**config.mk**
```make
export PLATFORM = sky130hd
export DESIGN_NAME = audio_demux
export DESIGN_NICKNAME = d
export VERILOG_FILES = /design/src/rtl/audio_demux.sv
export SDC_FILE = /design/constraint.sdc
export NUM_CORES = 1
export LEC_CHECK = 0
export BUFFER_PORTS_ARGS = -buffer_cell sky130_fd_sc_hd__buf_2
export CORE_UTILIZATION = 58
export CTS_CLUSTER_SIZE = 10
export DETAILED_ROUTE_END_ITERATION = 12
export HOLD_SLACK_MARGIN = 0.05
export PLACE_DENSITY = 0.9
export SYNTH_ARGS = -nofsm -noshare
export SYNTH_HDL_FRONTEND = slang
export SYNTH_SLANG_ARGS = --single-unit
```
**constraint.sdc**
```tcl
create_clock -name clk -period 7 [get_ports clk]
set_input_delay 0.35 -clock clk [delete_from_list [all_inputs] [get_ports clk]]
set_output_delay 0.35 -clock clk [all_outputs]
set_load 0.1 [all_outputs]
```
**src/rtl/audio_demux.sv**
```systemverilog
// Avalon-MM stereo sample pairing into a show-ahead frame FIFO.
// Left/right writes are paired into 48-bit frames and drained by valid/ready.
module audio_demux #(
  parameter int DEPTH = 4
) (
  input  logic                     clk,
  input  logic                     reset,
  input  logic                     address,
  input  logic                     write,
  input  logic [31:0]              writedata,
  output logic                     waitrequest,
  output logic [23:0]              lsound_out,
  output logic [23:0]              rsound_out,
  output logic                     sample_valid,
  input  logic                     sample_ready,
  output logic [$clog2(DEPTH):0]   fifo_level,
  output logic                     frame_err
);

  localparam int AW = $clog2(DEPTH);
  localparam logic [AW:0] FULL_LVL = DEPTH[AW:0];

  typedef enum logic {
    IDLE,
    HAVE_L
  } state_e;

  state_e        state_q, state_d;
  logic [23:0]   left_q, left_d;
  logic          err_q, err_d;
  logic [AW-1:0] wptr_q, rptr_q;
  logic [AW:0]   level_q, level_d;
  logic [47:0]   mem_q [DEPTH];
  logic [47:0]   head;
  logic          full, accept, push, pop;
  logic          unused_lsb;

  assign unused_lsb = ^writedata[7:0];

  // Backpressure depends on the registered full flag only, never on a pop.
  assign full        = (level_q == FULL_LVL);
  assign waitrequest = reset |
                       (write & address & (state_q == HAVE_L) & full);
  assign accept      = write & ~waitrequest;
  assign push        = accept & address & (state_q == HAVE_L);
  assign sample_valid = (level_q != '0);
  assign pop         = sample_valid & sample_ready;

  assign head       = mem_q[rptr_q];
  assign lsound_out = sample_valid ? head[47:24] : '0;
  assign rsound_out = sample_valid ? head[23:0]  : '0;
  assign fifo_level = level_q;
  assign frame_err  = err_q;

  always_comb begin
    state_d = state_q;
    left_d  = left_q;
    err_d   = 1'b0;
    if (accept) begin
      if (!address) begin
        left_d  = writedata[31:8];
        state_d = HAVE_L;
        err_d   = (state_q == HAVE_L);
      end else if (state_q == HAVE_L) begin
        state_d = IDLE;
      end else begin
        err_d = 1'b1;
      end
    end
  end

  always_comb begin
    level_d = level_q;
    unique case (1'b1)
      push && !pop: level_d = level_q + 1'b1;
      pop && !push: level_d = level_q - 1'b1;
      default:      level_d = level_q;
    endcase
  end

  always_ff @(posedge clk) begin
    if (reset) begin
      state_q <= IDLE;
      left_q  <= '0;
      err_q   <= 1'b0;
      wptr_q  <= '0;
      rptr_q  <= '0;
      level_q <= '0;
    end else begin
      state_q <= state_d;
      left_q  <= left_d;
      err_q   <= err_d;
      wptr_q  <= wptr_q + AW'(push);
      rptr_q  <= rptr_q + AW'(pop);
      level_q <= level_d;
    end
  end

  // Storage needs no reset: the level counter gates visibility.
  always_ff @(posedge clk) begin
    if (push) begin
      mem_q[wptr_q] <= {left_q, writedata[31:8]};
    end
  end

endmodule

```
Word level (Yosys, flattened, before mapping)
Memory sizes are Yosys's and may differ from the RTL's. A register that Yosys moved wholly into a read port is not among the register bits.
Index checks and enable logic that the tools add are counted.
Storage, ports and cells
  memories kept: 1
  bits in registers: 33
  input bits: 37
  memory bits (writable): 192
  output and inout bits: 54
Memories
  mem_q: depth 4, width 48, read ports 1, clocked after memory_dff 1, wr ports 1, line 33  | logic [47:0] mem_q [DEPTH];
Operators by class
  reduce and logical (&&, ||, !) cells: 8
  add/subtract/negate cells: 4
  bitwise gates (word level): 11
  equality and inequality tests: 1
  mux-type cells: 9
Operators by type and width (count)
  2-to-1 mux 24 bit: 2
  bitwise AND 1 bit: 7
  case mux 3 bit (2 select lines): 1
  2-to-1 mux 1 bit: 5
  adder 2 x 1 -> 2 bit: 2
  adder 3 x 1 -> 3 bit (second input constant): 1
  equality test 3 bit (second input constant): 1
  inverter 1 bit: 3
  nonzero test 3 bit: 1
  subtractor 3 x 1 -> 3 bit (second input constant): 1
  logical AND 1 bit: 2
  zero test 1 bit: 2
  2-to-1 mux 2 bit: 1
  AND reduction 2 bit: 1
  nonzero test 2 bit: 1
  OR reduction 2 bit: 1
  bitwise OR 1 bit: 1

Longest topological paths before layout
Gate-level depths: netlist (run 1).
  depth in word-level cells: 11
  mapped depth: 9
  gate-level depth less buffers: 8

Worst setup path after synthesis (run 1)
OpenSTA, ideal clock, no wires.
  kind: register -> register
  start point: register level_q[0], in the netlist fifo_level[0]
  end point: memory mem_q[1][0], enable pin
  path slack: 1.368 ns
  arrival time: 5.109 ns
  buffers on the path: 0
  cell stages (with the launch flop): 4
  data required time: 6.477 ns
  library setup time: 0.523 ns
  cells stage by stage: dfxtp_1 nor2_1 a211o_1 nor3b_1
Between the ends
  longest elaborated chain between the ends: 9
RTL lines
  start: declaration: line 32  | logic [AW:0] level_q, level_d;
  start signal: assignment: line 95  | level_q <= level_d;
  equality test 3 bit: line 41  | assign full = (level_q == FULL_LVL);
  bitwise AND 1 bit: line 43  | (write & address & (state_q == HAVE_L) & full);
  bitwise OR 1 bit: line 42  | assign waitrequest = reset |
  inverter 1 bit: line 44  | assign accept = write & ~waitrequest;
  bitwise AND 1 bit: line 44
  bitwise AND 1 bit (2 in a row): line 45  | assign push = accept & address & (state_q == HAVE_L);
  2-to-1 mux 1 bit: line 101  | if (push) begin
  2-to-1 mux 1 bit (not written as such): line 102  | mem_q[wptr_q] <= {left_q, writedata[31:8]};
  end: declaration: line 33
Every way passes these cells.

==> run summary, run 1 <==
The post-route non-filler standard cell count is 753, and the wire length of the first global-routing pass is 26260 um. The first detailed-routing pass ran for 5 iterations. Once layout is done, the placed cells without fillers occupy 0.009868 mm2. Maximum fanout along the worst path: 29.

Clock-pin slew was measured on the worst setup and hold paths at 0.05 ns. In the final layout, the multi-input gates occupy 0.001966 mm2. The level count of the clock H-tree was 1.

The number of cells produced by synthesis came out at 460. The storage element area was 0.006431 mm2; the net count after synthesis was 501. The maximum clock skew at final layout was 0.007601 ns. Sorting the synthesized cells by area gives the leading types as edfxtp_1 (68%), mux4_2 (13%), dfxtp_1 (7.8%). Entering global routing, the biggest net connects 51 pins. The detailed-route via count is 4483, and the max capacitance violation total is 0. For the worst-skew pair, the clock arrives at the later sink with an insertion delay of 0.50 ns. Of the available clock period, the critical path in the final layout requires 43.43%. Total wirelength of the detailed-routed design: 16790 um. The signal on the critical path passes through buf_4 -> mux4_2 -> nor2b_1 -> buf_2. Flip-flop and latch count after synthesis: 225. The initial antenna violation count came out at 1. The transition time at the pin with the least slew margin is 1.220 ns, and the utilization of the core after routing is 70.01%. The worst pin sits at a relative slew slack of 18.65%.

The run gives 0 as the number of endpoints with negative hold slack in the final report. The run gives 91 as the I/O pin total. The worst setup path is captured at an output port. Setup repair after global routing left no endpoint under its margin.

The tools report the count of routing violations after the opening detailed-route iteration as 433. Once the clock tree was built, the setup fixing pass inserted 0 buffers. The proportion of register bits with asynchronous set or reset after synthesis was 0%. The logs give 0.6746 for the routability-driven placement congestion ratio and 705 for the number of instances in the placed design. The setup path with the least slack is of type reg -> out.

The area growth from synthesis to final layout is 15.97%. In this run, post-CTS hold repair placed 0 buffers. Buffer and inverter count on the worst path: 2.

The clock sink total was 225; the mean cell area of the mapped netlist was 18.50 um2. Of the synthesized area, sequential elements account for 75.52%. Of the cells placed in the final design, the portion with a size suffix greater than 1 is 30.42%. The detail route stage leaves a number of antenna-violating nets equal to 0.

Of the post-synthesis cell area, the dominant cell type holds 67.75%. The number of nets at the end of the flow came out at 594. On the critical path the largest part of the delay comes from buffers and inverters. The synthesized design spends more area on one cell type than any other, namely edfxtp_1. Setup violations remaining at the end of the flow were counted as 0. The logs give 0.009111 mm2 for the cell area after placement and 0.008509 mm2 for the area of the mapped netlist. In this design, the stage delay of the slowest critical-path cell is 0.69 ns.

The initialized floorplan defines 43 standard-cell rows. Among all cell types in the netlist, the one instantiated most often is edfxtp_1. Across every metal layer, demand over resource in global routing totals 23.61%. The tools report the required time of the worst setup path as 6.65 ns. The run finished with clean final reports. STA classifies the critical path startpoint as a flip-flop.

The number of distinct standard cells referenced by the synthesized netlist was 26. The run gives 3 as the number of buffers between clock root and the deepest sink. Based on the critical path, the design can be clocked at up to 329.0 MHz. The highest-delay cell along the critical path was dfxtp_2.

The run gives 0 as the count of unresolved DRC violations after routing. Total global routing overflow: 0. The floorplan die width came out at 123.1 um. The logs give 0.0002065 V for the largest vdd supply drop and 8707 um for the detailed-placement wirelength estimate. In the synthesized netlist the dominant register cell turns out to be edfxtp_1. The total power per unit cell area is 283.2 mW/mm2.

The CTS buffer count is 26, and the count of instances resized after the clock tree is built is 0. The floorplan step defined a core boundary enclosing 0.01410 mm2. Final critical path time including I/O delays and setup: 3.040 ns.

Yosys mapped a number of flops with a built-in enable equal to 192. Adding up every negative setup slack in the final design gives 0 ns. Dividing the detail-routed via count by the number of cells gives 5.954. The number of fill cells in the layout was 823. The number of warnings printed during yosys synthesis is 0. The commonest cells after synthesis are edfxtp_1 (192), nor2b_1 (52), nand2_1 (50), mux4_2 (48), dfxtp_1 (33). The die is 123.1 um tall. The floorplan step defined a die boundary enclosing 0.01516 mm2.

The run gives 3.338 nW as the static leakage. Final number of max-transition violations: 0. TritonCTS built the clock tree. The class of the tightest hold or removal check was in -> reg.

During placement, the flow inserted port buffers numbering 82. For the effective utilization at floorplan, the log shows 60.37%. Wire length per cell after detailed routing: 22.29 um. The tools report the clock root buffer as clkbuf_16. The run gives 4583 as the number of global-route vias before repair.

STA puts the critical path data arrival time at 2.69 ns.
[worst register-to-register path: stages, from the launching register on]
cell and delay, ns:
dfxtp_1 0.42, nor3_2 0.07, buf_4 0.32, nor2b_1 0.31, ha_1 0.24, inv_1 0.07
fa_1 0.37, xor2_1 0.16, or3_1 0.31, a21oi_1 0.14
[final timing paths]
kind | slack [ns] | to | from | cells after the start
max | 3.96 | lsound_out[3] | rptr_q[1] | 4
min | 0.08 | mem_q[1][8] | writedata[16] | 1
max reg2reg | 4.50 | fifo_level[2] | fifo_level[2] | 9
min reg2reg | 0.49 | mem_q[3][24] | left_q[0] | 0
[kinds of logic (layout without fill, tap and decap cells)]
group	Yosys count	after routing	share of synthesized area (%)
simple gates	118	118	6.970
mux	48	48	12.70
xor+xnor	5	5	0.5147
fa+ha+maj	4	4	0.6764
buf+inv	30	142	1.735
compound gates	30	30	1.882
flops	225	225	75.52
other cells	0	1	0
[power by group]
group	internal (W)	total [W]	switching [W]
clock	0.000714	0.00118	0.000470
sequential	0.00146	0.00148	0.0000147
combinational	0.0000332	0.000134	0.000101
total	0.00221	0.00279	0.000585
[stage by stage]
stage               power, W  hold slack [ns]  worst slack (ns)
floorplan           0.001599           0.4489             1.368
global placement    0.001630           0.4663             4.376
detailed placement  0.001635           0.4857             4.267
CTS                 0.002812          0.06249             3.931
global route        0.002867          0.07186             3.831
finish              0.002794          0.07864             3.960
[metal layers]
layer,GRT usage (%),vias up,routed length (um)
met5,0,-,0
met4,8.283,0,465
met3,3.367,35,1272
met2,38.55,232,8532
met1,33.08,2263,6517
li1,-,1953,-
[flip-flops by register name, summed over array words and instances, names as in the netlist]
register,flops
wptr_q,2
rptr_q,2
state_q,1
fifo_level,3
left_q,24
mem_q,192
frame_err,1
[placed cells by master (no fill, tap or decap), types with 2 or more instances in the layout]
master     count
edfxtp_1     192
buf_2         82
nor2b_1       51
nand2_1       50
mux4_2        48
dfxtp_1       31
clkbuf_16     27
a21oi_1       26
clkbuf_1      19
buf_4          8
nor2_1         7
inv_1          5
xnor2_1        3
ha_1           3
nor3_2         2
nor3b_2        2
xor2_1         2
[layout make-up]
type,count,share of cell area [%]
Inverter,5,0.1902
Tap cell,180,2.282
Timing Repair Buffer,90,4.767
Antenna cell,1,0.02536
Clock buffer,46,7.569
Multi-Input combinational cell,205,19.92
Sequential cell,225,65.17
Clock inverter,1,0.07607
Note: power is estimated with default switching activity, not from simulation.
==> inputs of run 2 (changes only) <==
Clock period 7 ns to 2.8 ns, I/O delays scaled along.
==> run 2 against run 1 <==
- flip-flop and latch count unchanged
- clock power rose to 2.6 times the previous value
- cell count up 5.2%
- non-clock buffer count up 39
- highest routed layer unchanged
==> run summary, run 2 (synthesis gave the netlist of run 1 again) <==
The tools report the count of unresolved DRC violations after routing as 0. The critical path goes through buf_4 -> buf_12 -> mux4_2 -> nor2b_1 -> buf_2. In this run the worst path has a maximum fanout of 20. The final number of max-transition violations came out at 0.

The largest vdd supply drop is 0.0005557 V. Subtracting the final worst setup slack from the clock period gives 2.408 ns. The number of global-route vias before repair came out at 4891.

The clock sink total is 225, and the fraction of met2 tracks used by global routing is 42.11%. The busiest metal layer after global routing was met2. For this run the aggregate overflow at the end of global routing stands at 0.

91 I/O pins were placed. The register with the most flip-flops in the layout has 192 of them. For the pin with the worst max-slew slack, the measured transition is 0.5630 ns. TritonCTS built the clock tree. In this run, CTS created clock tree buffers numbering 26.

For the final database, setup skew stands at 0.02261 ns. Adding up every negative setup slack in the final design gives 0 ns. Derived from the worst setup path, the maximum achievable clock frequency is 415.3 MHz.

Detailed-placement wirelength estimate: 9265 um. Setup repair after global routing left no endpoint under its margin. The logs give 0.01516 mm2 for the area enclosed by the die boundary and 0 for the post-route antenna net violation count. Measured along the x axis, the die boundary spans 123.1 um.

Summed over all cells, the static leakage comes to 3.530 nW. Delay of the slowest cell on the worst path: 0.54 ns. The tree is rooted in a clkbuf_16. The worst setup path is launched from a flip-flop.

After detailed routing, the total wire length is 16640 um. Gate family responsible for the most delay along the worst path: buffers and inverters. Once layout is done, the placed cells without fillers occupy 0.01030 mm2.

The tools report the count of final setup violators as 0. The run gives 4598 as the detailed-route via count. In this run the cell area measured after placement is 0.009218 mm2. The tools report the overall global routing resource usage as 23.50%.

The via count normalized by instance count was 5.806. The clock reaches the later pin of the worst-skew pair after 0.52 ns. For the number of buffers between clock root and the deepest sink, the log shows 3. The top cell types in the final layout, fill and taps aside, are edfxtp_1 (192), buf_2 (82), nor2b_1 (51).

Start-to-end type of the worst setup path: reg -> out. The share of layout cells above drive strength 1 is 31.05%, and the post-route fraction of the period consumed by the critical path is 85.99%. Entering global routing, the biggest net connects 50 pins.

STA puts the critical path data arrival time at 2.27 ns. For the cell row count, the log shows 43. The level count of the clock H-tree is 1. Max-cap violations in this run came to 0. The first detailed-routing pass took 4 iterations. The antenna diode instance count is 0. Once the clock tree was built, the resizer swapped 0 gates to a different size. Once the floorplan was initialized, standard cells occupied 60.37% of the core. The number of fill cells in the layout was 845; the number of nets at the end of the flow was 633. The met3 routing resource usage after global routing is 4.613%. The logs give 0.7142 for the routability-driven placement congestion ratio and 0 for the number of endpoints with negative hold slack in the final report.

The count of port buffers added during placement is 82, and the overall power of the completed layout is 0.007107 W. For the count of routing violations after the opening detailed-route iteration, the log shows 335. The highest-delay cell along the critical path is mux4_2. The flow ran to the end, and the final reports show no timing, DRC or antenna violations. Ranked by flip-flop count, first place goes to mem_q. The worst slew margin relative to its limit was 62.47%.

The wire length per cell after detailed routing came out at 21.01 um. The core region is 0.01410 mm2. The most common cell after layout, fill and taps aside was edfxtp_1. STA classifies the critical path endpoint as an output port. The area growth from synthesis to final layout came out at 21.01%. The first global-routing pass estimated 25900 um of wire. The initial antenna violation count came out at 0.

Global routing used 29.40% of the available met1 tracks. The class of the tightest hold or removal check is in -> reg. The clock input transition at the sequential cells of the worst setup and hold paths was 0.05 ns; the buffer and inverter count on the worst path was 3.

The total power per unit cell area was 690.2 mW/mm2; the y dimension of the die was 123.1 um. Required time of the worst setup path: 2.66 ns.
## run 2: cell type report
type	count	area (um2)	share of cell area, %
Multi-Input combinational cell	205	1986	19.28
Tap cell	180	225.2	2.187
Sequential cell	225	6440	62.54
Inverter	5	18.77	0.1823
Clock buffer	46	725.7	7.047
Clock inverter	2	46.29	0.4496
Timing Repair Buffer	129	855.8	8.311
## run 2: final timing paths
check | slack, ns | endpoint | cells after the start | from
setup reg to reg | 0.67 | fifo_level[2] | 8 | fifo_level[0]
setup / recovery | 0.39 | lsound_out[16] | 5 | rptr_q[0]
hold / removal | 0.21 | rptr_q[0] | 4 | sample_ready
hold reg to reg | 0.49 | mem_q[3][29] | 0 | left_q[5]
## run 2: timing repair
item,CTS,global route
hold buffers,27,0
setup buffers,0,5
setup endpoints to repair,0,4
hold endpoints to repair,122,0
## run 2: stage by stage
stage / cells / worst slack, ns / hold WS, ns / utilization (%)
6_report: 792 / 0.3922 / 0.2076 / 73.05
5_1_grt: 792 / 0.3160 / 0.2171 / 73.05
3_3_place_gp: 712 / 0.6527 / 0.3657 / 65.39
4_1_cts: 787 / 0.09552 / 0.1972 / 72.79
2_1_floorplan: 460 / 0.004226 / 0.2389 / -
3_5_place_dp: 712 / 0.6670 / 0.3713 / 65.39
## run 2: where the power goes
part           internal (W)  switching [W]  leakage, nW
sequential          0.00365      0.0000231         2.03
clock               0.00183        0.00121        0.365
combinational      0.000115       0.000271         1.14
## run 2: worst register-to-register path: cells and delay by family (launching register included)
kind,cells,cell delay [ns]
buffers and inverters,1,0.06
XOR/XNOR,1,0.16
flip-flops,1,0.36
adder cells (fa/ha/maj),2,0.61
AO/OA/AOI/OAI,2,0.43
AND/OR/NAND/NOR,2,0.44
## run 2: routing by layer
| layer | vias to the layer above | part of all wire [%] |
|---|---|---|
| met5 | - | 0 |
| met4 | 0 | 1.6 |
| met3 | 30 | 7.3 |
| met2 | 197 | 53 |
| met1 | 2341 | 38 |
| li1 | 2030 | - |
